**config.mk**
```make
export PLATFORM = sky130hd
export DESIGN_NAME = pipe_ctrl_unit
export DESIGN_NICKNAME = d
export VERILOG_FILES = /design/src/rtl/pipe_ctrl_unit.sv
export SDC_FILE = /design/constraint.sdc
export NUM_CORES = 1
export LEC_CHECK = 0
export ABC_AREA = 1
export CAP_MARGIN = 25
export CELL_PAD_IN_SITES_DETAIL_PLACEMENT = 0
export CELL_PAD_IN_SITES_GLOBAL_PLACEMENT = 1
export CORE_MARGIN = 4
export CORE_UTILIZATION = 34
export DETAILED_ROUTE_END_ITERATION = 16
export PLACE_DENSITY_LB_ADDON = 0.08
export SLEW_MARGIN = 20
export SYNTH_ARGS = -nofsm -noshare
export SYNTH_HDL_FRONTEND = slang
export SYNTH_SLANG_ARGS = --single-unit
```
**constraint.sdc**
```tcl
create_clock -name clk -period 2.4 [get_ports clk]
set_clock_uncertainty 0.1 [all_clocks]
set_input_delay 0.36 -clock clk [delete_from_list [all_inputs] [get_ports clk]]
set_output_delay 0.36 -clock clk [all_outputs]
set_load 0.005 [all_outputs]
```
**src/rtl/pipe_ctrl_unit.sv**
```systemverilog
// ============================================================================
// Module      : pipe_ctrl_unit
// Description : RV32I pipelined control unit. It decodes the ID-stage
//               instruction and carries the control word through ID/EX,
//               EX/MEM and MEM/WB. It also provides load-use stall, redirect
//               flush and EX-stage forwarding selects.
//               Optional feature macro: CTRL_ILLEGAL_TRAP_EN (illegal-opcode
//               pulse aligned with EX).
// Revision    : 1.0 - initial release
// ============================================================================
`default_nettype none

module pipe_ctrl_unit #(
    parameter int REG_ADDR_W      = 5,
    parameter int LOAD_USE_STALLS = 1,
    parameter int FLUSH_DEPTH     = 2
) (
    input  logic                  clk,
    input  logic                  rst,
    input  logic [31:0]           instr_id,
    input  logic                  id_valid,
    input  logic                  ex_taken,
    output logic                  stall,
    output logic [1:0]            ex_ALUop,
    output logic                  ex_ALUsrc,
    output logic                  ex_LUIorAUIPC,
    output logic [1:0]            ex_Jump,
    output logic [REG_ADDR_W-1:0] ex_rs1,
    output logic [REG_ADDR_W-1:0] ex_rs2,
    output logic                  mem_MemRead,
    output logic                  mem_MemWrite,
    output logic                  wb_RegWrite,
    output logic [1:0]            wb_MemToReg,
    output logic [REG_ADDR_W-1:0] ex_rd,
    output logic [REG_ADDR_W-1:0] mem_rd,
    output logic [REG_ADDR_W-1:0] wb_rd,
    output logic [1:0]            fwd_a,
    output logic [1:0]            fwd_b,
    output logic                  illegal
);

    localparam logic [6:0] c_OP_LOAD   = 7'b0000011;
    localparam logic [6:0] c_OP_STORE  = 7'b0100011;
    localparam logic [6:0] c_OP_RTYPE  = 7'b0110011;
    localparam logic [6:0] c_OP_BRANCH = 7'b1100011;
    localparam logic [6:0] c_OP_OPIMM  = 7'b0010011;
    localparam logic [6:0] c_OP_LUI    = 7'b0110111;
    localparam logic [6:0] c_OP_AUIPC  = 7'b0010111;
    localparam logic [6:0] c_OP_JALR   = 7'b1100111;
    localparam logic [6:0] c_OP_JAL    = 7'b1101111;

    localparam logic [1:0] c_STALL_RELOAD = 2'(LOAD_USE_STALLS - 1);
    localparam logic [1:0] c_FLUSH_RELOAD = 2'(FLUSH_DEPTH - 1);

    typedef struct packed {
        logic [1:0]            alu_op;
        logic                  alu_src;
        logic                  lui;
        logic [1:0]            jump;
        logic                  mem_read;
        logic                  mem_write;
        logic                  reg_write;
        logic [1:0]            mem_to_reg;
        logic [REG_ADDR_W-1:0] rs1;
        logic [REG_ADDR_W-1:0] rs2;
        logic [REG_ADDR_W-1:0] rd;
    } ctrl_t;

    ctrl_t                 w_dec;
    ctrl_t                 w_id_ex_next;
    ctrl_t                 r_ex;
    logic                  w_known;
    logic                  w_uses_rs1;
    logic                  w_uses_rs2;
    logic                  w_hazard;
    logic                  w_flush_new;
    logic                  w_flush;
    logic                  w_stall;
    logic [1:0]            r_stall_cnt;
    logic [1:0]            r_flush_cnt;
    logic                  r_mem_read;
    logic                  r_mem_write;
    logic                  r_mem_reg_write;
    logic [1:0]            r_mem_mem_to_reg;
    logic [REG_ADDR_W-1:0] r_mem_rd;
    logic                  r_wb_reg_write;
    logic [1:0]            r_wb_mem_to_reg;
    logic [REG_ADDR_W-1:0] r_wb_rd;
    logic                  w_unused_bits;

    // funct3/funct7 only matter to the ALU decoder, not to this unit.
    assign w_unused_bits = ^{instr_id[31:25], instr_id[14:12]};

    // Source/destination indices are zeroed when the opcode does not use
    // them, so stale immediate bits can never trigger a hazard or forward.
    always_comb begin
        w_dec      = '0;
        w_known    = 1'b0;
        w_uses_rs1 = 1'b0;
        w_uses_rs2 = 1'b0;
        case (instr_id[6:0])
            c_OP_LOAD: begin
                w_known = 1'b1; w_uses_rs1 = 1'b1;
                w_dec.alu_op = 2'b01; w_dec.alu_src = 1'b1;
                w_dec.mem_read = 1'b1; w_dec.reg_write = 1'b1;
                w_dec.mem_to_reg = 2'b00;
            end
            c_OP_STORE: begin
                w_known = 1'b1; w_uses_rs1 = 1'b1; w_uses_rs2 = 1'b1;
                w_dec.alu_op = 2'b01; w_dec.alu_src = 1'b1;
                w_dec.mem_write = 1'b1;
            end
            c_OP_RTYPE: begin
                w_known = 1'b1; w_uses_rs1 = 1'b1; w_uses_rs2 = 1'b1;
                w_dec.alu_op = 2'b10; w_dec.reg_write = 1'b1;
                w_dec.mem_to_reg = 2'b01;
            end
            c_OP_BRANCH: begin
                w_known = 1'b1; w_uses_rs1 = 1'b1; w_uses_rs2 = 1'b1;
                w_dec.alu_op = 2'b11;
            end
            c_OP_OPIMM: begin
                w_known = 1'b1; w_uses_rs1 = 1'b1;
                w_dec.alu_op = 2'b00; w_dec.alu_src = 1'b1;
                w_dec.reg_write = 1'b1; w_dec.mem_to_reg = 2'b01;
            end
            c_OP_LUI: begin
                w_known = 1'b1;
                w_dec.reg_write = 1'b1; w_dec.mem_to_reg = 2'b11;
                w_dec.lui = 1'b1;
            end
            c_OP_AUIPC: begin
                w_known = 1'b1;
                w_dec.reg_write = 1'b1; w_dec.mem_to_reg = 2'b11;
            end
            c_OP_JALR: begin
                w_known = 1'b1; w_uses_rs1 = 1'b1;
                w_dec.alu_op = 2'b01; w_dec.alu_src = 1'b1;
                w_dec.reg_write = 1'b1; w_dec.mem_to_reg = 2'b10;
                w_dec.jump = 2'b10;
            end
            c_OP_JAL: begin
                w_known = 1'b1;
                w_dec.reg_write = 1'b1; w_dec.mem_to_reg = 2'b10;
                w_dec.jump = 2'b01;
            end
            default: w_known = 1'b0;
        endcase
        if (w_uses_rs1) w_dec.rs1 = REG_ADDR_W'(instr_id[19:15]);
        if (w_uses_rs2) w_dec.rs2 = REG_ADDR_W'(instr_id[24:20]);
        if (w_dec.reg_write) w_dec.rd = REG_ADDR_W'(instr_id[11:7]);
        if (!id_valid || !w_known) w_dec = '0;
    end

    assign w_hazard = r_ex.mem_read && (r_ex.rd != '0) &&
                      ((w_dec.rs1 == r_ex.rd) || (w_dec.rs2 == r_ex.rd));

    // A redirect arriving while a flush is already running is ignored.
    assign w_flush_new = ex_taken && (r_flush_cnt == 2'd0);
    assign w_flush     = w_flush_new || (r_flush_cnt != 2'd0);
    assign w_stall     = !w_flush && ((r_stall_cnt != 2'd0) || w_hazard);
    assign stall       = w_stall;

    assign w_id_ex_next = (w_flush || w_stall) ? ctrl_t'('0) : w_dec;

    always_ff @(posedge clk or posedge rst) begin
        if (rst) begin
            r_stall_cnt <= 2'd0;
            r_flush_cnt <= 2'd0;
        end else begin
            if (w_flush_new)
                r_flush_cnt <= c_FLUSH_RELOAD;
            else if (r_flush_cnt != 2'd0)
                r_flush_cnt <= r_flush_cnt - 2'd1;

            if (w_flush)
                r_stall_cnt <= 2'd0;
            else if (r_stall_cnt != 2'd0)
                r_stall_cnt <= r_stall_cnt - 2'd1;
            else if (w_hazard)
                r_stall_cnt <= c_STALL_RELOAD;
        end
    end

    always_ff @(posedge clk or posedge rst) begin
        if (rst) begin
            r_ex             <= '0;
            r_mem_read       <= 1'b0;
            r_mem_write      <= 1'b0;
            r_mem_reg_write  <= 1'b0;
            r_mem_mem_to_reg <= 2'b00;
            r_mem_rd         <= '0;
            r_wb_reg_write   <= 1'b0;
            r_wb_mem_to_reg  <= 2'b00;
            r_wb_rd          <= '0;
        end else begin
            r_ex             <= w_id_ex_next;
            r_mem_read       <= r_ex.mem_read;
            r_mem_write      <= r_ex.mem_write;
            r_mem_reg_write  <= r_ex.reg_write;
            r_mem_mem_to_reg <= r_ex.mem_to_reg;
            r_mem_rd         <= r_ex.rd;
            r_wb_reg_write   <= r_mem_reg_write;
            r_wb_mem_to_reg  <= r_mem_mem_to_reg;
            r_wb_rd          <= r_mem_rd;
        end
    end

`ifdef CTRL_ILLEGAL_TRAP_EN
    logic r_illegal;

    always_ff @(posedge clk or posedge rst) begin
        if (rst)
            r_illegal <= 1'b0;
        else
            r_illegal <= id_valid && !w_known && !w_flush && !w_stall;
    end

    assign illegal = r_illegal;
`else
    assign illegal = 1'b0;
`endif

    // MEM is the younger producer, so it wins over WB.
    always_comb begin
        fwd_a = 2'b00;
        fwd_b = 2'b00;
        if (r_mem_reg_write && (r_mem_rd != '0) && (r_mem_rd == r_ex.rs1))
            fwd_a = 2'b10;
        else if (r_wb_reg_write && (r_wb_rd != '0) && (r_wb_rd == r_ex.rs1))
            fwd_a = 2'b01;
        if (r_mem_reg_write && (r_mem_rd != '0) && (r_mem_rd == r_ex.rs2))
            fwd_b = 2'b10;
        else if (r_wb_reg_write && (r_wb_rd != '0) && (r_wb_rd == r_ex.rs2))
            fwd_b = 2'b01;
    end

    assign ex_ALUop      = r_ex.alu_op;
    assign ex_ALUsrc     = r_ex.alu_src;
    assign ex_LUIorAUIPC = r_ex.lui;
    assign ex_Jump       = r_ex.jump;
    assign ex_rs1        = r_ex.rs1;
    assign ex_rs2        = r_ex.rs2;
    assign ex_rd         = r_ex.rd;
    assign mem_MemRead   = r_mem_read;
    assign mem_MemWrite  = r_mem_write;
    assign mem_rd        = r_mem_rd;
    assign wb_RegWrite   = r_wb_reg_write;
    assign wb_MemToReg   = r_wb_mem_to_reg;
    assign wb_rd         = r_wb_rd;

endmodule

`default_nettype wire

```
# Word-level counts from Yosys, hierarchy flattened
# Cells that the tools add are included.
classes:
  n_addsub: 2
  eq_ne: 15
  n_mux: 24
  reduce_logical: 34
op_table:
  columns: ["operator", "n"]
  rows:
  - ["26-bit two-way mux", 2]
  - ["5-bit == test", 6]
  - ["7-bit by 6-bit == test with 1-bit output, second input constant", 3]
  - ["7-bit == test, second input constant", 3]
  - ["5-bit two-way mux", 3]
  - ["5-bit nonzero test", 3]
  - ["7-bit by 5-bit == test with 1-bit output, second input constant", 2]
  - ["2-bit two-way mux", 7]
  - ["3-bit case mux with 4 select lines", 1]
  - ["1-bit logical AND", 10]
  - ["1-bit two-way mux", 9]
  - ["9-bit OR reduction", 1]
  - ["7-bit by 2-bit == test with 1-bit output, second input constant", 1]
  - ["2-bit case mux with 3 select lines", 1]
  - ["2-bit nonzero test", 3]
  - ["2-bit OR reduction", 3]
  - ["3-bit OR reduction", 2]
  - ["6-bit OR reduction", 1]
  - ["1-bit logical OR", 5]
  - ["2-bit case mux with 2 select lines", 1]
  - ["4-bit OR reduction", 1]
  - ["2-bit by 1-bit subtractor with 2-bit output, second input constant", 2]
  - ["1-bit logical NOT", 3]
  - ["3-bit nonzero test", 1]
  - ["2-bit logical NOT", 1]
word_totals:
  register_bits: 48
  in_bits: 36
  out_inout_bits: 42
  word_cells: 96

# Logic depth before layout (Yosys ltp)
# Gate-level depths: netlist of the first run.
logic_depth:
  ltp_word: 13
  depth_mapped: 18
  ltp_nobuf: 17

# Worst setup path before layout of the first run
# Ideal clock, no wire load.
synth_timing:
  path_kind: "input-to-output"
  startpoint: "in instr_id[1]"
  endpoint: "out stall"
  arrival_time_ns: 1.790
  t_required_ns: 1.940
  slack_ns: 0.150
  path_stages: 13
  path_buffers: 1
  path_cell_list: "nand2_1 > inv_1 > nand2_1 > a21oi_2 > nor2_1 > a21oi_4 > buf_6 > nand2_2 > xor2_1 > nand3_2 > nand2_2 > nand2_4 > a21oi_1"
synth_between:
  elab_chain_cells: 11
  elab_cells_between_ends: 26
  classes_between: "eq/ne (11); mux (6); reduce/logical (9)"
synth_lines:
  columns: ["element", "line", "rtl"]
  rows:
  - ["start, declared", "20", "input logic [31:0] instr_id,"]
  - ["7-bit == test, or another cell as far along", "101", "case (instr_id[6:0])"]
  - ["9-bit OR reduction (no line)", null, null]
  - ["1-bit two-way mux", "101", null]
  - ["1-bit logical NOT", "152", "if (!id_valid || !w_known) w_dec = '0;"]
  - ["1-bit logical OR", "152", null]
  - ["26-bit two-way mux *", "152", null]
  - ["5-bit == test", "156", "((w_dec.rs1 == r_ex.rd) || (w_dec.rs2 == r_ex.rd));"]
  - ["1-bit logical OR *", "156", null]
  - ["1-bit logical AND *", "155", "assign w_hazard = r_ex.mem_read && (r_ex.rd != '0) &&"]
  - ["1-bit logical OR *", "161", "assign w_stall = !w_flush && ((r_stall_cnt != 2'd0) || w_hazard);"]
  - ["1-bit logical AND *", "161", null]
  - ["end, declared", "23", "output logic stall,"]
# Mark *: on every way between the ends. The rest lies on a longest branch, timed or not.

==> run metrics, run 1 <==
Via density=4.22; Filler Cells Inserted=679; first-pass GRT wire length=9930 um; Arr. time, crit path=2.62 ns; Seq/Total Area, Yosys=0.477; Routability Congestion=0.800; gr ovfl total=0; hold wc startpoint=r_mem_mem_to_reg[1]; failing checks=setup timing; Power Dens Cells=381 nW/um^2; pins over their slew limit=0; clk buf depth=2; DRT iter0 DRCs=103; Buffers on Ports=66; number of global-route vias before repair=2083; gr busiest metal=met2; Synth warnings=0; Clk pin slew, worst setup/hold paths=0.09 ns; hpwl dp=4680 um; routing usage on met3=0.0280; Area Growth Syn to Fin=59.0%; CP max stage delay=0.25 ns; Hold Violations, Final=0; family with the most delay on the worst path=simple AND/OR/NAND/NOR gates; Layout Nets=429; Initial DRT Pass Iterations=4; Layout Cells excl Fill=493; initial core utilization=0.349; CTS buffer count=5; Post-CTS Hold Buffers=0; worst min path class=reg -> reg; cell row count=31; Multi-input gate area=1240 sq um; Buf/Inv on CP=8; status=finished, violations left; Yosys cell types=30; wire per inst=12.8 um; slowest CP cell=nor3_4; fin util=0.555; CP max FO=5; met2 usage=0.247; antenna-violating nets left=0; Ant. Diodes=0; crit-path cells=buf_8 > inv_4 > nand3_4 > nor3_4 > nor2_4 > a21oi_4 > buf_12 > nand2_2 > nand2_1 > nand2_1 > nor2_2 > nand3_2 > nand2_2 > nand2_4 > buf_4 > buf_6 > buf_6 > buf_6 > nand4_4 > clkbuf_16 > nor2_4; max-cap viol count=0; area leader, netlist=dfrtp_1; #FFs+latches synth=48; Final WS setup=-0.123 ns; Residual DRC=0; Worst Setup Start Kind=primary input; Tot GR Track Use=0.145; core area=7210 sq um; final wirelength=6290 um; Req. time, crit path=2.50 ns; Peak VDD IR=0.178 mV; I/O pin cnt=78; fin crit share=1.05; synthesized area=2520 sq um; fraction of layout cells with a size suffix above 1=0.391; Reg2Reg Launch Point=ex_rd[4]; FF/Latch Area=1200 sq um; CTS tree=done; f_max=0.396 GHz; clock sink count=48; LEAKAGE=2.02 nW; Setup WS pre-CTS=-1.07 ns; met1 usage=0.184; initial antenna violation count=0; syn_area_per_cell=8.75 sq um; cell mode on critical path=buf_6; Die H=94.1 um; Crit Path Class=in -> reg; Worst-Skew Late Latency=0.30 ns; via count=2081; Placed Cells=468; share of the synthesized area in the top cell type=0.477; Setup crit end kind=register; cells after synthesis=288; Final setup viols=16; crit path time final=2.52 ns; H-tree depth=2; clock root cell=clkbuf_8; die area=8850 sq um; Die Wd=94.1 um; crit path from=instr_id[4]; Area contributors post-synth=dfrtp_1 48%, inv_1 7.3%, nor2_1 6.7%; post-synth net total=324; largest net degree at the start of global routing=29; RSZ-0062 raised after global routing=true
metrics by stage:
| step | power, mW | hold slack [ns] | TNS [ns] | area (sq um) |
|---|---|---|---|---|
| detailed placement | 1.00 | 0.235 | -16.01 | 3440 |
| finish | 1.53 | 0.254 | -1.54 | 4010 |
| global route | 1.60 | 0.263 | -5.29 | 4010 |
| global placement | 0.997 | 0.232 | -15.98 | 3440 |
| floorplan | 0.907 | 0.231 | 0 | 2520 |
| CTS | 1.54 | 0.257 | -0.163 | 3770 |
path summary, 6_finish.rpt:
| check | to | slack, ns | depth (start not counted) |
|---|---|---|---|
| setup / recovery | ex_ALUop[0] | -0.12 | 21 |
| min in group asynchronous | wb_MemToReg[0] | 0.28 | 2 |
| max in group asynchronous | ex_rs1[3] | 1.42 | 3 |
| hold reg to reg | wb_MemToReg[1] | 0.25 | 0 |
| hold / removal | wb_MemToReg[1] | 0.25 | 0 |
| setup reg to reg | ex_ALUop[0] | 0.30 | 14 |
worst reg2reg max path, cell delays in order, from the launching register on:
cell	delay [ns]
dfrtp_1	0.48
inv_1	0.15
nand3_4	0.10
nand2_2	0.06
nor2_4	0.11
nand3_2	0.08
nand2_2	0.08
nand2_4	0.05
buf_4	0.13
buf_6	0.10
buf_6	0.10
buf_6	0.12
nand4_4	0.12
clkbuf_16	0.19
nor2_4	0.03
final cells by class:
type                       instances  share of cell area
clock buffer                       6              0.0206
clock inverter                     2             0.00375
inverter                          49              0.0478
multi-input combinational        169               0.309
sequential                        48               0.300
tap                               99              0.0309
timing repair buffer             120               0.288
metal layers:
metal  wire [um]  vias up
li1            -     1067
met1        2720      956
met2        3180       52
met3         319        6
met4          65        0
met5           0        -
report_power, final:
part | leakage (nW) | internal, mW | switching (mW)
logic | 1.31 | 0.0875 | 0.104
registers | 0.669 | 0.817 | 0.00765
clock network | 0.0434 | 0.233 | 0.277
synthesized netlist by cell type (all sizes together):
library cell / count
o21ai: 2
nand3: 22
or2: 1
nor4: 4
inv: 49
xnor2: 8
a31oi: 1
nand4: 4
conb: 1
dfrtp: 48
a21oi: 4
nand2: 48
o211ai: 1
o41ai: 1
nor2: 56
or4: 1
nor3: 2
buf: 22
xor2: 13
placed cells by master, fill, tap and decap left out, types with 2 or more instances in the layout:
master | netlist | final
buf_12 | 1 | 3
nand2_4 | 1 | 6
nand3_1 | 20 | 12
buf_2 | 0 | 3
nand2_2 | 3 | 19
inv_1 | 49 | 43
nor2_4 | 10 | 18
a21oi_4 | 1 | 2
clkdlybuf4s50_1 | 0 | 54
nand3_4 | 0 | 2
xnor2_1 | 8 | 8
xor2_1 | 13 | 13
nor2_2 | 1 | 14
clkbuf_8 | 0 | 6
nand2_1 | 44 | 23
buf_4 | 20 | 45
nand4_1 | 2 | 2
inv_4 | 0 | 3
dlygate4sd2_1 | 0 | 2
nor4_1 | 4 | 2
clkinvlp_4 | 0 | 2
buf_8 | 0 | 3
nor2_1 | 45 | 24
nand3_2 | 2 | 8
dfrtp_1 | 48 | 48
clkbuf_16 | 0 | 2
inv_2 | 0 | 3
buf_6 | 1 | 6
cell families (layout without fill, tap and decap cells):
logic type,count (synthesis),after routing,share of synthesized area
xor+xnor,21,21,0.0730
simple gates,138,138,0.277
other cells,1,1,0.00149
compound gates,9,9,0.0268
flops,48,48,0.477
buf+inv,71,177,0.145
what timing repair did:
action	4_1_cts	5_1_grt
setup buffers	8	7
cloned	2	1
setup endpoints to repair	31	24
pin swaps	21	19
gates resized for setup	89	52
(Power assumes the default switching activity.)
==> run 2: changes to the inputs <==
- SETUP_SLACK_MARGIN: default -> 0.3
- SLEW_MARGIN: 20 -> default
==> run 2 against run 1 <==
  * The run still ends with setup timing left
  * Worst hold slack got worse by 0.0078 ns
  * Critical endpoint is now stall
  * Power increased by 8.6%
  * Clock power increased by 23%
  * Die area unchanged
==> run metrics, run 2 (synthesized netlist as in run 1, its figures left out) <==
clk buf depth=2 (unchanged); initial antenna violation count=0 (unchanged); worst min path class=reg -> reg (unchanged); crit-path cells=buf_6 > buf_8 > inv_12 > nand2_4 > nor2_4 > nand2_2 > nand2_2 > nor2_4 > a21oi_4 > buf_12 > nand2_1 > nand2_1 > nand2_1 > nor2_1 > nand2_1 > nand2_2 > nand2_4 > a21oi_2 > buf_2 (was buf_8 > inv_4 > nand3_4 > nor3_4 > nor2_4 > a21oi_4 > buf_12 > nand2_2 > nand2_1 > nand2_1 > nor2_2 > nand3_2 > nand2_2 > nand2_4 > buf_4 > buf_6 > buf_6 > buf_6 > nand4_4 > clkbuf_16 > nor2_4); fin crit share=1.09 (was 1.05); worst rel slew slack=0.604; first-pass GRT wire length=10300 um (was 9930 um); Req. time, crit path=1.94 ns (was 2.50 ns); number of global-route vias before repair=2210 (was 2083); H-tree depth=2 (unchanged); status=finished, violations left (unchanged); Crit Path Class=in -> out (was in -> reg); Initial DRT Pass Iterations=4 (unchanged); NetSw=383 uW (was 389 uW); CP max stage delay=0.25 ns (about the same); crit path from=instr_id[3] (was instr_id[4]); cell mode on critical path=nand2_1 (was buf_6); Multi-input gate area=1240 sq um (about the same); sequential share of power=0.496 (was 0.540); clock share of power=0.379 (was 0.334); commonest non-fill, non-tap cell in the layout=clkdlybuf4s50_1 (unchanged); Final Power=1.66 mW (was 1.53 mW); worst slew pin tran=0.594 ns; clock sink count=48 (unchanged); Sw Ratio=0.231 (was 0.255); Filler Cells Inserted=683 (was 679); Tot GR Track Use=0.152 (was 0.145); cell row count=31 (unchanged); I/O pin cnt=78 (unchanged); Setup WS pre-CTS=-1.05 ns (was -1.07 ns); LEAKAGE=1.99 nW (was 2.02 nW); Power Dens Cells=416 nW/um^2 (was 381 nW/um^2); most frequent cells in the layout=54 x clkdlybuf4s50_1, 48 x dfrtp_1, 41 x inv_1, 40 x buf_4, 31 x nand2_1 (was 54 x clkdlybuf4s50_1, 48 x dfrtp_1, 45 x buf_4, 43 x inv_1, 24 x nor2_1); via count=2082 (was 2081); antenna-violating nets left=0 (unchanged); Worst Setup Start Kind=primary input (unchanged); RSZ-0062 raised after global routing=true (unchanged); family with the most delay on the worst path=simple AND/OR/NAND/NOR gates (unchanged); core area=7210 sq um (unchanged); Ant. Diodes=0 (unchanged); Buffers on Ports=66 (unchanged); Reg2Reg Launch Point=ex_rd[1] (was ex_rd[4]); CP max FO=5 (unchanged); fin util=0.552 (was 0.555); Hold Worst Slack=0.247 ns (was 0.254 ns); Arr. time, crit path=2.16 ns (was 2.62 ns); Setup crit end kind=primary output (was register); Final setup viols=15 (was 16); pins over their slew limit=0 (unchanged); wire per inst=12.6 um (was 12.8 um); initial core utilization=0.349 (unchanged); CTS tree=done (unchanged); fraction of layout cells with a size suffix above 1=0.373 (was 0.391); DRT iter0 DRCs=68 (was 103); Clk pin slew, worst setup/hold paths=0.08 ns (was 0.09 ns); Post-CTS Hold Buffers=0 (unchanged); hold wc startpoint=r_mem_mem_to_reg[1] (unchanged); gr ovfl total=0 (unchanged); hpwl dp=4730 um (was 4680 um); max-cap viol count=0 (unchanged); Die Wd=94.1 um (unchanged); Worst-Skew Late Latency=0.30 ns (about the same); slowest CP cell=a21oi_4 (was nor3_4); Area Growth Syn to Fin=58.0% (was 59.0%); crit path time final=2.62 ns (was 2.52 ns); Pint=1.28 mW (was 1.14 mW); largest net degree at the start of global routing=49 (was 29); Buf/Inv on CP=5 (was 8); Hold Violations, Final=0 (unchanged); Via density=4.25 (was 4.22); Routability Congestion=0.834 (was 0.800); die area=8850 sq um (unchanged); CTS buffer count=5 (unchanged); f_max=0.382 GHz (was 0.396 GHz); final wirelength=6160 um (was 6290 um); Die H=94.1 um (unchanged); FF/Latch Area=1200 sq um (unchanged); Comb power frac=0.124 (was 0.126); Final WS setup=-0.219 ns (was -0.123 ns); Residual DRC=0 (unchanged); clock root cell=clkbuf_8 (unchanged); failing checks=setup timing (unchanged); Layout Nets=426 (was 429); Peak VDD IR=0.224 mV (was 0.178 mV)
[run 2: power by group through the flow]
| stage | combinational (mW) | sequential [mW] | clock (mW) |
|---|---|---|---|
| 4_1_cts | 0.203 | 0.823 | 0.652 |
| 6_report | 0.206 | 0.823 | 0.629 |
| 5_1_grt | 0.228 | 0.825 | 0.691 |
| 2_1_floorplan | 0.0834 | 0.838 | 0 |
| 3_5_place_dp | 0.182 | 0.839 | 0 |
| 3_3_place_gp | 0.181 | 0.839 | 0 |
[run 2: through the flow]
step / instance area [sq um] / TNS, ns / cells
global route: 3980 / -2.45 / 490
floorplan: 2650 / 0 / 288
global placement: 3570 / -17.84 / 470
detailed placement: 3570 / -17.69 / 470
CTS: 3920 / -1.17 / 488
finish: 3980 / -0.685 / 490
[run 2: what timing repair did]
action	4_1_cts	5_1_grt
gates cloned	2	0
gates resized for setup	83	19
endpoints found under the setup margin	31	31
setup buffers	8	2
pin swaps	20	15
[run 2: cell type report]
cell class              instances  share of cell area
multi-input cells             169               0.311
flip-flops and latches         48               0.302
repair buffers                117               0.272
inverters                      49              0.0518
well taps                      99              0.0311
clock buffers                   7              0.0242
clock inverters                 1             0.00754
[run 2: per-layer routing]
| layer | part of all wire | global-route usage | up-vias |
|---|---|---|---|
| li1 | - | - | 1057 |
| met3 | 0.053 | 0.0304 | 7 |
| met4 | 0.013 | 0.0529 | 0 |
| met1 | 0.42 | 0.184 | 967 |
| met2 | 0.51 | 0.266 | 51 |
| met5 | 0 | 0 | - |
[run 2: final timing paths]
check                           slack [ns]  depth (start not counted)        endpoint
worst max-delay path                 -0.22                         19           stall
worst min-delay path                  0.25                          0  wb_MemToReg[1]
worst max register to register        0.60                          9       ex_rs2[2]
worst min register to register        0.25                          0  wb_MemToReg[1]
max in group asynchronous             1.38                          3     mem_MemRead
min in group asynchronous             0.42                          3  wb_MemToReg[0]
